===== config.mk =====
export PLATFORM = sky130hd
export DESIGN_NAME = iob_pcie_chnl_host
export DESIGN_NICKNAME = d
export VERILOG_FILES = /design/src/rtl/iob_pcie_chnl_host.sv
export SDC_FILE = /design/constraint.sdc
export NUM_CORES = 1
export LEC_CHECK = 0
export CORE_AREA = 5 5 206 208
export DETAILED_ROUTE_END_ITERATION = 16
export DIE_AREA = 0 0 211 213
export DONT_BUFFER_PORTS = 1
export GPL_TIMING_DRIVEN = 1
export SLEW_MARGIN = 20
export SYNTH_ARGS = -nofsm -noshare
export SYNTH_HDL_FRONTEND = slang
export SYNTH_SLANG_ARGS = --single-unit
export TNS_END_PERCENT = 10

===== constraint.sdc =====
create_clock -name clk -period 3 [get_ports clk]
set_input_delay 0.75 -clock clk [delete_from_list [all_inputs] [get_ports clk]]
set_output_delay 0.75 -clock clk [all_outputs]
set_load 0.01 [all_outputs]

===== src/rtl/iob_pcie_chnl_host.sv =====
// Host/engine end of the PCIe channel protocol: drives RX transactions toward user logic
// from a source stream and terminates user TX transactions into a sink stream.
module iob_pcie_chnl_host #(
  parameter int C_PCI_DATA_WIDTH = 64
) (
  input  logic                        clk,
  input  logic                        rst,
  input  logic                        rx_start,
  input  logic [31:0]                 rx_len,
  input  logic [30:0]                 rx_off,
  input  logic                        rx_last,
  output logic                        rx_busy,
  output logic                        rx_done,
  input  logic [C_PCI_DATA_WIDTH-1:0] src_data,
  input  logic                        src_valid,
  output logic                        src_ready,
  output logic                        PCIE_CHNL_RX,
  input  logic                        PCIE_CHNL_RX_ACK,
  output logic                        PCIE_CHNL_RX_LAST,
  output logic [31:0]                 PCIE_CHNL_RX_LEN,
  output logic [30:0]                 PCIE_CHNL_RX_OFF,
  output logic [C_PCI_DATA_WIDTH-1:0] PCIE_CHNL_RX_DATA,
  output logic                        PCIE_CHNL_RX_DATA_VALID,
  input  logic                        PCIE_CHNL_RX_DATA_REN,
  input  logic                        PCIE_CHNL_TX,
  output logic                        PCIE_CHNL_TX_ACK,
  input  logic                        PCIE_CHNL_TX_LAST,
  input  logic [31:0]                 PCIE_CHNL_TX_LEN,
  input  logic [30:0]                 PCIE_CHNL_TX_OFF,
  input  logic [C_PCI_DATA_WIDTH-1:0] PCIE_CHNL_TX_DATA,
  input  logic                        PCIE_CHNL_TX_DATA_VALID,
  output logic                        PCIE_CHNL_TX_DATA_REN,
  output logic [C_PCI_DATA_WIDTH-1:0] sink_data,
  output logic                        sink_valid,
  output logic                        sink_last,
  input  logic                        sink_ready,
  output logic [31:0]                 tx_len_o,
  output logic [30:0]                 tx_off_o,
  output logic                        tx_last_o,
  output logic                        tx_done
);
  localparam logic [31:0] LP_WPB = 32'(C_PCI_DATA_WIDTH / 32);

  typedef enum logic [1:0] {R_IDLE, R_REQ, R_DATA} rx_st_t;
  typedef enum logic [1:0] {T_IDLE, T_ACK, T_DATA} tx_st_t;

  rx_st_t      r_rx_st;
  tx_st_t      r_tx_st;
  logic [31:0] r_rem, r_trem, r_rx_len, r_tx_len;
  logic [30:0] r_rx_off, r_tx_off;
  logic        r_rx_last, r_tx_last, r_rx_done, r_tx_done;

  logic        w_rx_dat, w_rx_acc, w_rx_fin;
  logic        w_tx_dat, w_tx_acc, w_tx_fin;
  logic [31:0] w_rem_nxt, w_trem_nxt;

  // Remaining-word counters saturate at zero so an odd tail beat never wraps.
  assign w_rx_dat   = (r_rx_st == R_DATA);
  assign w_rx_acc   = w_rx_dat & src_valid & PCIE_CHNL_RX_DATA_REN;
  assign w_rx_fin   = (r_rem <= LP_WPB);
  assign w_rem_nxt  = w_rx_fin ? 32'd0 : r_rem - LP_WPB;

  assign w_tx_dat   = (r_tx_st == T_DATA);
  assign w_tx_acc   = w_tx_dat & PCIE_CHNL_TX_DATA_VALID & sink_ready;
  assign w_tx_fin   = (r_trem <= LP_WPB);
  assign w_trem_nxt = w_tx_fin ? 32'd0 : r_trem - LP_WPB;

  assign rx_busy                 = (r_rx_st != R_IDLE);
  assign rx_done                 = r_rx_done;
  assign PCIE_CHNL_RX            = rx_busy;
  assign PCIE_CHNL_RX_LAST       = r_rx_last;
  assign PCIE_CHNL_RX_LEN        = r_rx_len;
  assign PCIE_CHNL_RX_OFF        = r_rx_off;
  assign PCIE_CHNL_RX_DATA       = w_rx_dat ? src_data : '0;
  assign PCIE_CHNL_RX_DATA_VALID = w_rx_dat & src_valid;
  assign src_ready               = w_rx_dat & PCIE_CHNL_RX_DATA_REN;

  assign PCIE_CHNL_TX_ACK        = (r_tx_st == T_ACK);
  assign PCIE_CHNL_TX_DATA_REN   = w_tx_dat & sink_ready;
  assign sink_valid              = w_tx_dat & PCIE_CHNL_TX_DATA_VALID;
  assign sink_data               = w_tx_dat ? PCIE_CHNL_TX_DATA : '0;
  assign sink_last               = w_tx_dat & w_tx_fin;
  assign tx_len_o                = r_tx_len;
  assign tx_off_o                = r_tx_off;
  assign tx_last_o               = r_tx_last;
  assign tx_done                 = r_tx_done;

  always_ff @(posedge clk) begin
    if (rst) begin
      r_rx_st   <= R_IDLE;
      r_rem     <= '0;
      r_rx_len  <= '0;
      r_rx_off  <= '0;
      r_rx_last <= 1'b0;
      r_rx_done <= 1'b0;
    end else begin
      r_rx_done <= 1'b0;
      case (r_rx_st)
        R_IDLE: if (rx_start && rx_len != 32'd0) begin
          r_rx_len  <= rx_len;
          r_rx_off  <= rx_off;
          r_rx_last <= rx_last;
          r_rem     <= rx_len;
          r_rx_st   <= R_REQ;
        end
        R_REQ: if (PCIE_CHNL_RX_ACK) r_rx_st <= R_DATA;
        R_DATA: if (w_rx_acc) begin
          r_rem <= w_rem_nxt;
          if (w_rx_fin) begin
            r_rx_st   <= R_IDLE;
            r_rx_done <= 1'b1;
          end
        end
        default: r_rx_st <= R_IDLE;
      endcase
    end
  end

  always_ff @(posedge clk) begin
    if (rst) begin
      r_tx_st   <= T_IDLE;
      r_trem    <= '0;
      r_tx_len  <= '0;
      r_tx_off  <= '0;
      r_tx_last <= 1'b0;
      r_tx_done <= 1'b0;
    end else begin
      r_tx_done <= 1'b0;
      case (r_tx_st)
        T_IDLE: if (PCIE_CHNL_TX) begin
          r_tx_len  <= PCIE_CHNL_TX_LEN;
          r_tx_off  <= PCIE_CHNL_TX_OFF;
          r_tx_last <= PCIE_CHNL_TX_LAST;
          r_trem    <= PCIE_CHNL_TX_LEN;
          r_tx_st   <= T_ACK;
        end
        // Zero-length transfers finish right after the single ACK cycle.
        T_ACK: begin
          if (r_trem == 32'd0) begin
            r_tx_st   <= T_IDLE;
            r_tx_done <= 1'b1;
          end else begin
            r_tx_st   <= T_DATA;
          end
        end
        T_DATA: if (w_tx_acc) begin
          r_trem <= w_trem_nxt;
          if (w_tx_fin) begin
            r_tx_st   <= T_IDLE;
            r_tx_done <= 1'b1;
          end
        end
        default: r_tx_st <= T_IDLE;
      endcase
    end
  end
endmodule


## After elaboration in Yosys (flattened, before gate mapping)

Index checks and enable logic that the tools add are counted.

- Bits of input ports: 265
- Register bits: 198

- Add/subtract/negate cells: 2
- Reductions and logical operators: 15
- Multiplexer cells: 25
- Bitwise operators: 9
- Equal/unequal tests: 11
- Order comparisons: 2

Operators with widths:

| operator | count |
|---|---|
| $mux 32 | 6 |
| $mux 64 | 2 |
| $pmux 32 s2 | 2 |
| $le 32x2->1 const B | 2 |
| $sub 32x2->32 const B | 2 |
| $logic_not 32->1 | 1 |
| $reduce_bool 32->1 | 1 |
| $mux 2 | 8 |
| $pmux 2 s3 | 2 |
| $reduce_and 3->1 | 3 |
| $ne 2x1->1 const B | 4 |
| $and 1x1->1 | 7 |
| $ne 2x2->1 const B | 3 |
| $reduce_bool 2->1 | 3 |
| $eq 2x1->1 const B | 2 |
| $eq 2x2->1 const B | 2 |
| $logic_not 2->1 | 2 |
| $mux 1 | 4 |
| $reduce_and 2->1 | 2 |
| $reduce_and 4->1 | 1 |
| $reduce_or 3->1 | 1 |
| $not 1->1 | 2 |
| $pmux 1 s2 | 1 |
| $logic_and 1x1->1 | 1 |

## Longest topological paths before layout

Gate-level depths: netlist (run 1).

- Depth after elaboration: 5
- Mapped depth: 9
- Depth with buffers taken out: 8

## Least setup slack after synthesis (run 1)

OpenSTA, ideal clock, no wires.

- Path kind: reg2out
- Start: register r_trem[16]
- End: output sink_last
- Arrival: 1.760 ns
- Stages on the path, launching flop included: 6
- Data required time: 2.250 ns
- Path buffers: 1
- Setup slack: 0.490 ns
- Path through: dfxtp_1 > or4_4 > buf_6 > nor4_4 > nand2_2 > nor2_1

- Word-level cells in the longest chain between the ends: 2

Ends and longest elaborated chain:

| item | RTL line | source |
|---|---|---|
| start, declared | 49 | `logic [31:0] r_rem, r_trem, r_rx_len, r_tx_len;` |
| start signal, assigned | 147 | `r_trem <= w_trem_nxt;` |
| $le 32x2->1 | 65 | `assign w_tx_fin = (r_trem <= LP_WPB);` |
| $and 1x1->1 | 82 | `assign sink_last = w_tx_dat & w_tx_fin;` |
| end, declared | 35 | `output logic sink_last,` |

Every way passes these cells.

## Final worst setup path (run 1)

- Start: register r_trem[23]
- End: output sink_last

Same word-level chain as after synthesis.

==> impl_results.md, run 1 <==
* Post-DRT Antenna Nets at 0
* Sequential element share of the synthesized area at 0.404
* Worst VDD drop at between 700 and 800 uV
* Worst slew pin tran at between 1 and 1.5 ns
* Worst EP required at 2.25 ns
* Met3 Use GR at 0.0645
* Clock network latency to the later pin of the worst-skew pair at about 0.49 ns
* Die ar. at around 0.045 mm2
* Met1 usage at 0.171
* Mux cell area share after synthesis at 0.00421
* Synth Area per Inst at approximately 7.3 um2
* Initial core utilization at 0.243
* # H-tree levels at 4
* Global-route wire length before repair at ~56 mm
* Post-Synth Adder-Cell Area at 0.00638
* Power per Cell Area at slightly above 800 mW/mm2
* Top cells by area, synth: dfxtp_1 (40%), nand2_1 (13%), a21oi_1 (10%)
* CP Class: flip-flop to primary output
* Number of synthesized flops with an enable pin at 0
* Commonest non-fill, non-tap cell in the layout: nand2_1
* Final worst slack at between 0.1 and 0.15 ns
* Final Hold Fails at 0
* Initial DRC count at ~770
* DRC errors left at 0
* Clock skew at ~0.013 ns
* Synth warn at 0
* Synth top area share at 0.404
* GRT overflow at 0
* Startpoint types: flip-flop
* Main combinational cell family by area after synthesis: simple AND/OR/NAND/NOR gates
* P_leak at approximately 0.004 uW
* Post-Syn Area at around 0.01 mm2
* Synth Area in Simple Gates at 0.332
* Post-CTS Hold Fix Bufs at 0
* Buffers on Ports at 0
* Placement Setup Slack at roughly 0.18 ns
* DR vias at around 9700
* Max Cap Viol at 0
* Number of global-route vias before repair at between 9000 and 10000
* Io pins at between 500 and 600
* CTS root buf: clkbuf_16
* Clock period minus worst slack at roughly 2.9 ns
* Die W at between 200 and 250 um
* Layout cell share with drive strength beyond 1 at 0.0672
* Final wirelength at 39.2 mm
* Post-synthesis xor/xnor area fraction at 0.000893
* Filler Cells Inserted at 4394
* Clock Sinks at about 200
* Clk buf depth at 2
* CTS tree: built
* Util after Layout at 0.273
* Antenna violations before repair at 9
* Clock buffer count from CTS at 17
* Slew Limit Fails at 0
* Worst-path maximum fanout at 7
* Total GRT Usage at 0.162
* Grt met2 use at 0.285
* Ys async rst share at 0
* Complex-gate fraction of the synthesized area at 0.202
* Most used flip-flop cell after synthesis: dfxtp_1
* # rows at 74
* Period utilization at 0.954
* GP Congestion at between 0.8 and 0.9
* Fmax at roughly 350 MHz
* Post-synth net total at 1614
* Largest net degree at the start of global routing at roughly 200
* Post-DP HPWL at 29.6 mm
* Slew HR at 0.262
* Status: complete, no violations
* DRT Pass-1 Iters at 5
* Crit path capture type: primary output
* Final Setup Violations at 0
* Commonest cells after routing, fill and taps aside: nand2_1 (338), a21oi_1 (199), dfxtp_1 (198)
* Die Height at roughly 210 um
* Area grow syn2layout at 12.5%
* DR vias/cell at between 5 and 6
* Drt wl/cell at about 21 um
* Mapped Cells at between 1000 and 1500
* Worst Hold Class: input port to flip-flop
* GRT busiest layer: met2
* Yosys reg bits at just under 200
* Synth cell types at 63
* CP arrival at about 2.1 ns
* Cell taking the most area after synthesis: dfxtp_1
* Post-layout nets at between 1500 and 2000
* Placeable Area at a little over 0.04 mm2
* Reg clk slew, reported paths at 0.08 ns
## layer usage
metal	routed length, um	up-vias	part of all wire
met5	0	-	0
met4	1310	0	0.033
met3	3950	56	0.10
met2	20100	519	0.51
met1	13900	4553	0.35
li1	-	4525	-
## synthesized netlist by cell type (2+ instances only)
| master | instances |
|---|---|
| nand2_1 | 339 |
| a21oi_1 | 199 |
| dfxtp_1 | 198 |
| and2_1 | 136 |
| clkbuf_1 | 79 |
| nor2_1 | 63 |
| inv_1 | 30 |
| o21ai_0 | 30 |
| nor3_1 | 26 |
| nand3_1 | 23 |
| nor4_1 | 22 |
| o32ai_1 | 19 |
| a31oi_1 | 14 |
| and3_1 | 14 |
| o31ai_1 | 11 |
| a221oi_1 | 10 |
| nand4_1 | 9 |
| buf_1 | 8 |
| nand2b_1 | 7 |
| o21ai_1 | 7 |
| a211oi_1 | 6 |
| buf_2 | 6 |
| o41ai_1 | 6 |
| a22oi_1 | 5 |
| ha_1 | 5 |
| nor2b_1 | 5 |
| or3_1 | 5 |
| or4_1 | 5 |
| a32oi_1 | 4 |
| nor3_2 | 4 |
| o211ai_1 | 4 |
| o311ai_0 | 4 |
| mux2i_1 | 3 |
| o31a_1 | 3 |
| or4_4 | 3 |
| and3_2 | 2 |
| nor3b_1 | 2 |
| nor4_2 | 2 |
| o211a_1 | 2 |
## final cells by class
class / instances / area, um2 / area share
repair buffers: 29 / 268 / 0.0243
well taps: 532 / 666 / 0.0604
multi-input cells: 1020 / 5380 / 0.487
inverters: 30 / 113 / 0.0102
flip-flops and latches: 198 / 3960 / 0.359
clock buffers: 18 / 429 / 0.0389
clock inverters: 14 / 204 / 0.0185
diodes: 4 / 10.0 / 0.000908
## sequential cells by signal, summed over array words and instances, names as in the netlist
name               count
PCIE_CHNL_RX_OFF      31
tx_done                1
tx_len_o              32
r_rem                 32
r_tx_st                2
tx_off_o              31
PCIE_CHNL_RX_LAST      1
PCIE_CHNL_RX_LEN      32
r_rx_st                2
r_trem                32
tx_last_o              1
rx_done                1
## path summary, 6_finish.rpt
path / depth (start not counted) / slack [ns] / endpoint / startpoint
worst max register to register: 6 / 0.37 / r_rem[20] / r_rem[8]
worst min-delay path: 1 / 0.33 / PCIE_CHNL_RX_LEN[13] / rst
worst min register to register: 2 / 0.49 / r_rem[0] / r_rem[0]
worst max-delay path: 5 / 0.14 / sink_last / r_trem[23]
## power by group
group | internal, uW | switching, uW | total [uW]
Sequential | 3020 | 461 | 3480
Clock | 1290 | 1220 | 2510
Combinational | 1060 | 2010 | 3070
## kinds of logic (layout without fill, tap and decap cells)
logic type      after synthesis  after routing
compound gates              334            334
xor+xnor                      1              1
fa+ha+maj                     5              5
buf+inv                     126             91
flops                       198            198
mux                           4              4
other cells                   0              4
simple gates                676            676
## worst max-delay path: stages (launching register included)
cell,delay [ns]
dfxtp_1,0.39
nor4_2,0.34
nand3_1,0.28
nor3_4,0.31
nand2_2,0.11
nor2_2,0.20
## repair_timing
item                                    4_1_cts  5_1_grt
buffers inserted                              0        1
hold endpoints to repair                      0        0
endpoints found under the setup margin        1        1
pin swaps                                     1        1
gates resized for setup                       2        1
## metrics by stage
step | setup TNS, ns | hold WS [ns] | area, um2 | instances | total power, uW
6_report | 0 | 0.335 | 11000 | 1845 | 9060
5_1_grt | -0.00114 | 0.309 | 11000 | 1845 | 9610
4_1_cts | 0 | 0.302 | 11000 | 1840 | 9100
3_5_place_dp | 0 | 0.469 | 10400 | 1808 | 6540
3_3_place_gp | 0 | 0.462 | 10400 | 1807 | 6480
2_1_floorplan | 0 | 0.448 | 9810 | 1344 | 5730
Note: power is estimated with default switching activity, not from simulation.
==> run 2: changes to the inputs <==
==> constraint.sdc (replaced) <==
create_clock -name clk -period 3 [get_ports clk]
set_input_delay 0.15 -clock clk [delete_from_list [all_inputs] [get_ports clk]]
set_output_delay 0.15 -clock clk [all_outputs]
set_load 0.01 [all_outputs]
==> run 2 against run 1 <==
Against the previous run: clock-buffer cell count rose by 1; design area increased by 14%; first-iteration DRC count rose by 17%; highest routed layer is now met5; combinational power up 6.5%; largest cell class unchanged; register-to-register slack lost 0.18 ns.
==> impl_results.md, run 2 (synthesis gave the netlist of run 1 again) <==
* CP Class: flip-flop to flip-flop
* Drt wl/cell at 21.2 um
* Clock period minus worst slack at 2.81 ns
* Clock network latency to the later pin of the worst-skew pair at ~0.48 ns
* DR vias at between 10000 and 15000
* Die Height at 213 um
* Period utilization at 0.937
* Clk buf depth at 2
* Placement Setup Slack at between 0.5 and 0.6 ns
* Worst VDD drop at 665 uV
* Worst Hold Class: input port to flip-flop
* Max Cap Viol at 0
* Net switching power at approximately 3700 uW
* Post-DRT Antenna Nets at 0
* Crit path capture type: flip-flop
* Grt met2 use at 0.323
* Final wirelength at about 42 mm
* Worst-path maximum fanout at 10
* Startpoint types: flip-flop
* Status: complete, no violations
* CP arrival at ~3.2 ns
* Slew Limit Fails at 0
* Sw frac at 0.414
* Worst slew pin tran at roughly 0.81 ns
* Slew HR at 0.458
* Initial core utilization at 0.243
* Commonest cells after routing, fill and taps aside: nand2_1 (338), a21oi_1 (199), dfxtp_1 (198)
* # H-tree levels at 4
* Clock group share of total power at 0.251
* Worst-path cell chain: nor4_2 > nand4_1 > o31a_1 > and2_1 > o21ai_1 > a21oi_1 > dlygate4sd3_1
* Die ar. at approximately 0.045 mm2
* CTS root buf: clkbuf_16
* Setup bufs post-CTS at 0
* # rows at 74
* Fmax at between 300 and 400 MHz
* Layout cell share with drive strength beyond 1 at 0.0574
* Worst EP required at around 3.4 ns
* Global-route wire length before repair at roughly 60 mm
* Buffers on Ports at 0
* Placeable Area at between 0.04 and 0.05 mm2
* Initial DRC count at around 900
* Placed cells at ~1800
* DRC errors left at 0
* CTS tree: built
* Number of global-route vias before repair at ~10000
* Commonest non-fill, non-tap cell in the layout: nand2_1
* Post-DP HPWL at between 20 and 30 mm
* Non-filler cells, final at 2003
* Total GRT Usage at 0.177
* Total power at 9020 uW
* Power per Cell Area at a little over 700 mW/mm2
* DRT Pass-1 Iters at 5
* Antenna violations before repair at 15
* Family with the most delay on the worst path: simple AND/OR/NAND/NOR gates
* GRT busiest layer: met2
* Reg clk slew, reported paths at about 0.080 ns
* Largest stage delay, worst path at ~0.58 ns
* Critical path buffers and inverters at 1
* Clock skew at just under 0.007 ns
* Area of the multi-input gates at 0.00537 mm2
* Die W at 211 um
* Final Setup Violations at 0
* Met3 Use GR at 0.0602
* Clock buffer count from CTS at 17
* Post-layout nets at ~1700
* Internal Power at roughly 5300 uW
* Area grow syn2layout at 27.7%
* P_leak at around 0.0047 uW
* Reg area at 0.00396 mm2
* DR vias/cell at approximately 5.1
* Setup TNS at 0 ns
* Io pins at roughly 530
* GP Congestion at 0.871
* Clock Sinks at a little under 200
* Final Hold Fails at 0
* GRT overflow at 0
* Gate power share at 0.363
* CP max-delay cell: nor4_2
* Filler Cells Inserted at around 4200
* Met1 usage at 0.187
* Largest net degree at the start of global routing at 160
* Sequential cell fraction of total power at 0.386
* Final worst slack at between 0.15 and 0.2 ns
-- run 2: changes by cell type in the layout (fill, tap and decap cells not counted), sizes merged, moves of 2 or more --
| cell | before | now |
|---|---|---|
| dlygate4sd3 | 0 | 159 |
| buf | 29 | 25 |
| inv | 37 | 33 |
| clkinvlp | 1 | 3 |
| diode | 4 | 7 |
| bufinv | 2 | 0 |
| clkinv | 4 | 7 |
-- run 2: worst paths after layout --
| check | start | end | slack, ns | depth (start not counted) |
|---|---|---|---|---|
| setup / recovery | r_rem[8] | r_rem[10] | 0.19 | 7 |
| hold / removal | PCIE_CHNL_TX_LEN[9] | r_trem[9] | 0.04 | 3 |
| setup reg to reg | r_rem[8] | r_rem[10] | 0.19 | 7 |
| hold reg to reg | r_trem[15] | r_trem[15] | 0.49 | 2 |
-- run 2: cell type report --
cell class,count,area share
Tap cell,532,0.0532
Antenna cell,7,0.00140
Timing Repair Buffer,184,0.146
Clock inverter,13,0.00969
Inverter,30,0.00899
Multi-Input combinational cell,1020,0.429
Clock buffer,19,0.0354
Sequential cell,198,0.317
-- run 2: layer usage --
layer	wire, um	share of wire
met1	15300	0.36
met4	1390	0.033
met5	13	0.00031
met2	22000	0.52
met3	3720	0.088
-- run 2: worst reg2reg max path, cell delays in order (launching register included) --
cell	delay, ns
dfxtp_1	0.35
nor4_2	0.58
nand4_1	0.31
o31a_1	0.49
and2_1	0.21
o21ai_1	0.12
a21oi_1	0.08
dlygate4sd3_1	0.56
-- run 2: power by group through the flow --
stage | sequential, uW | combinational [uW] | clock [uW]
floorplan | 3420 | 2320 | 0
global placement | 3520 | 2920 | 0
detailed placement | 3530 | 2970 | 0
CTS | 3470 | 3240 | 2340
global route | 3540 | 3640 | 2430
finish | 3490 | 3270 | 2270
-- run 2: metrics by stage --
step / util / instance area (um2) / hold slack (ns)
after floorplan: - / 9810 / 0.286
after global placement: 0.255 / 10300 / 0.237
after global routing: 0.310 / 12500 / 0.0349
after CTS: 0.309 / 12500 / 0.00367
final: 0.310 / 12500 / 0.0424
after detailed placement: 0.255 / 10300 / 0.243
-- run 2: repair_timing --
item / 4_1_cts / 5_1_grt
hold buffers: 160 / 0
setup endpoints to repair: 0 / 8
endpoints found under the hold margin: 198 / 0
gates resized for setup: 0 / 2
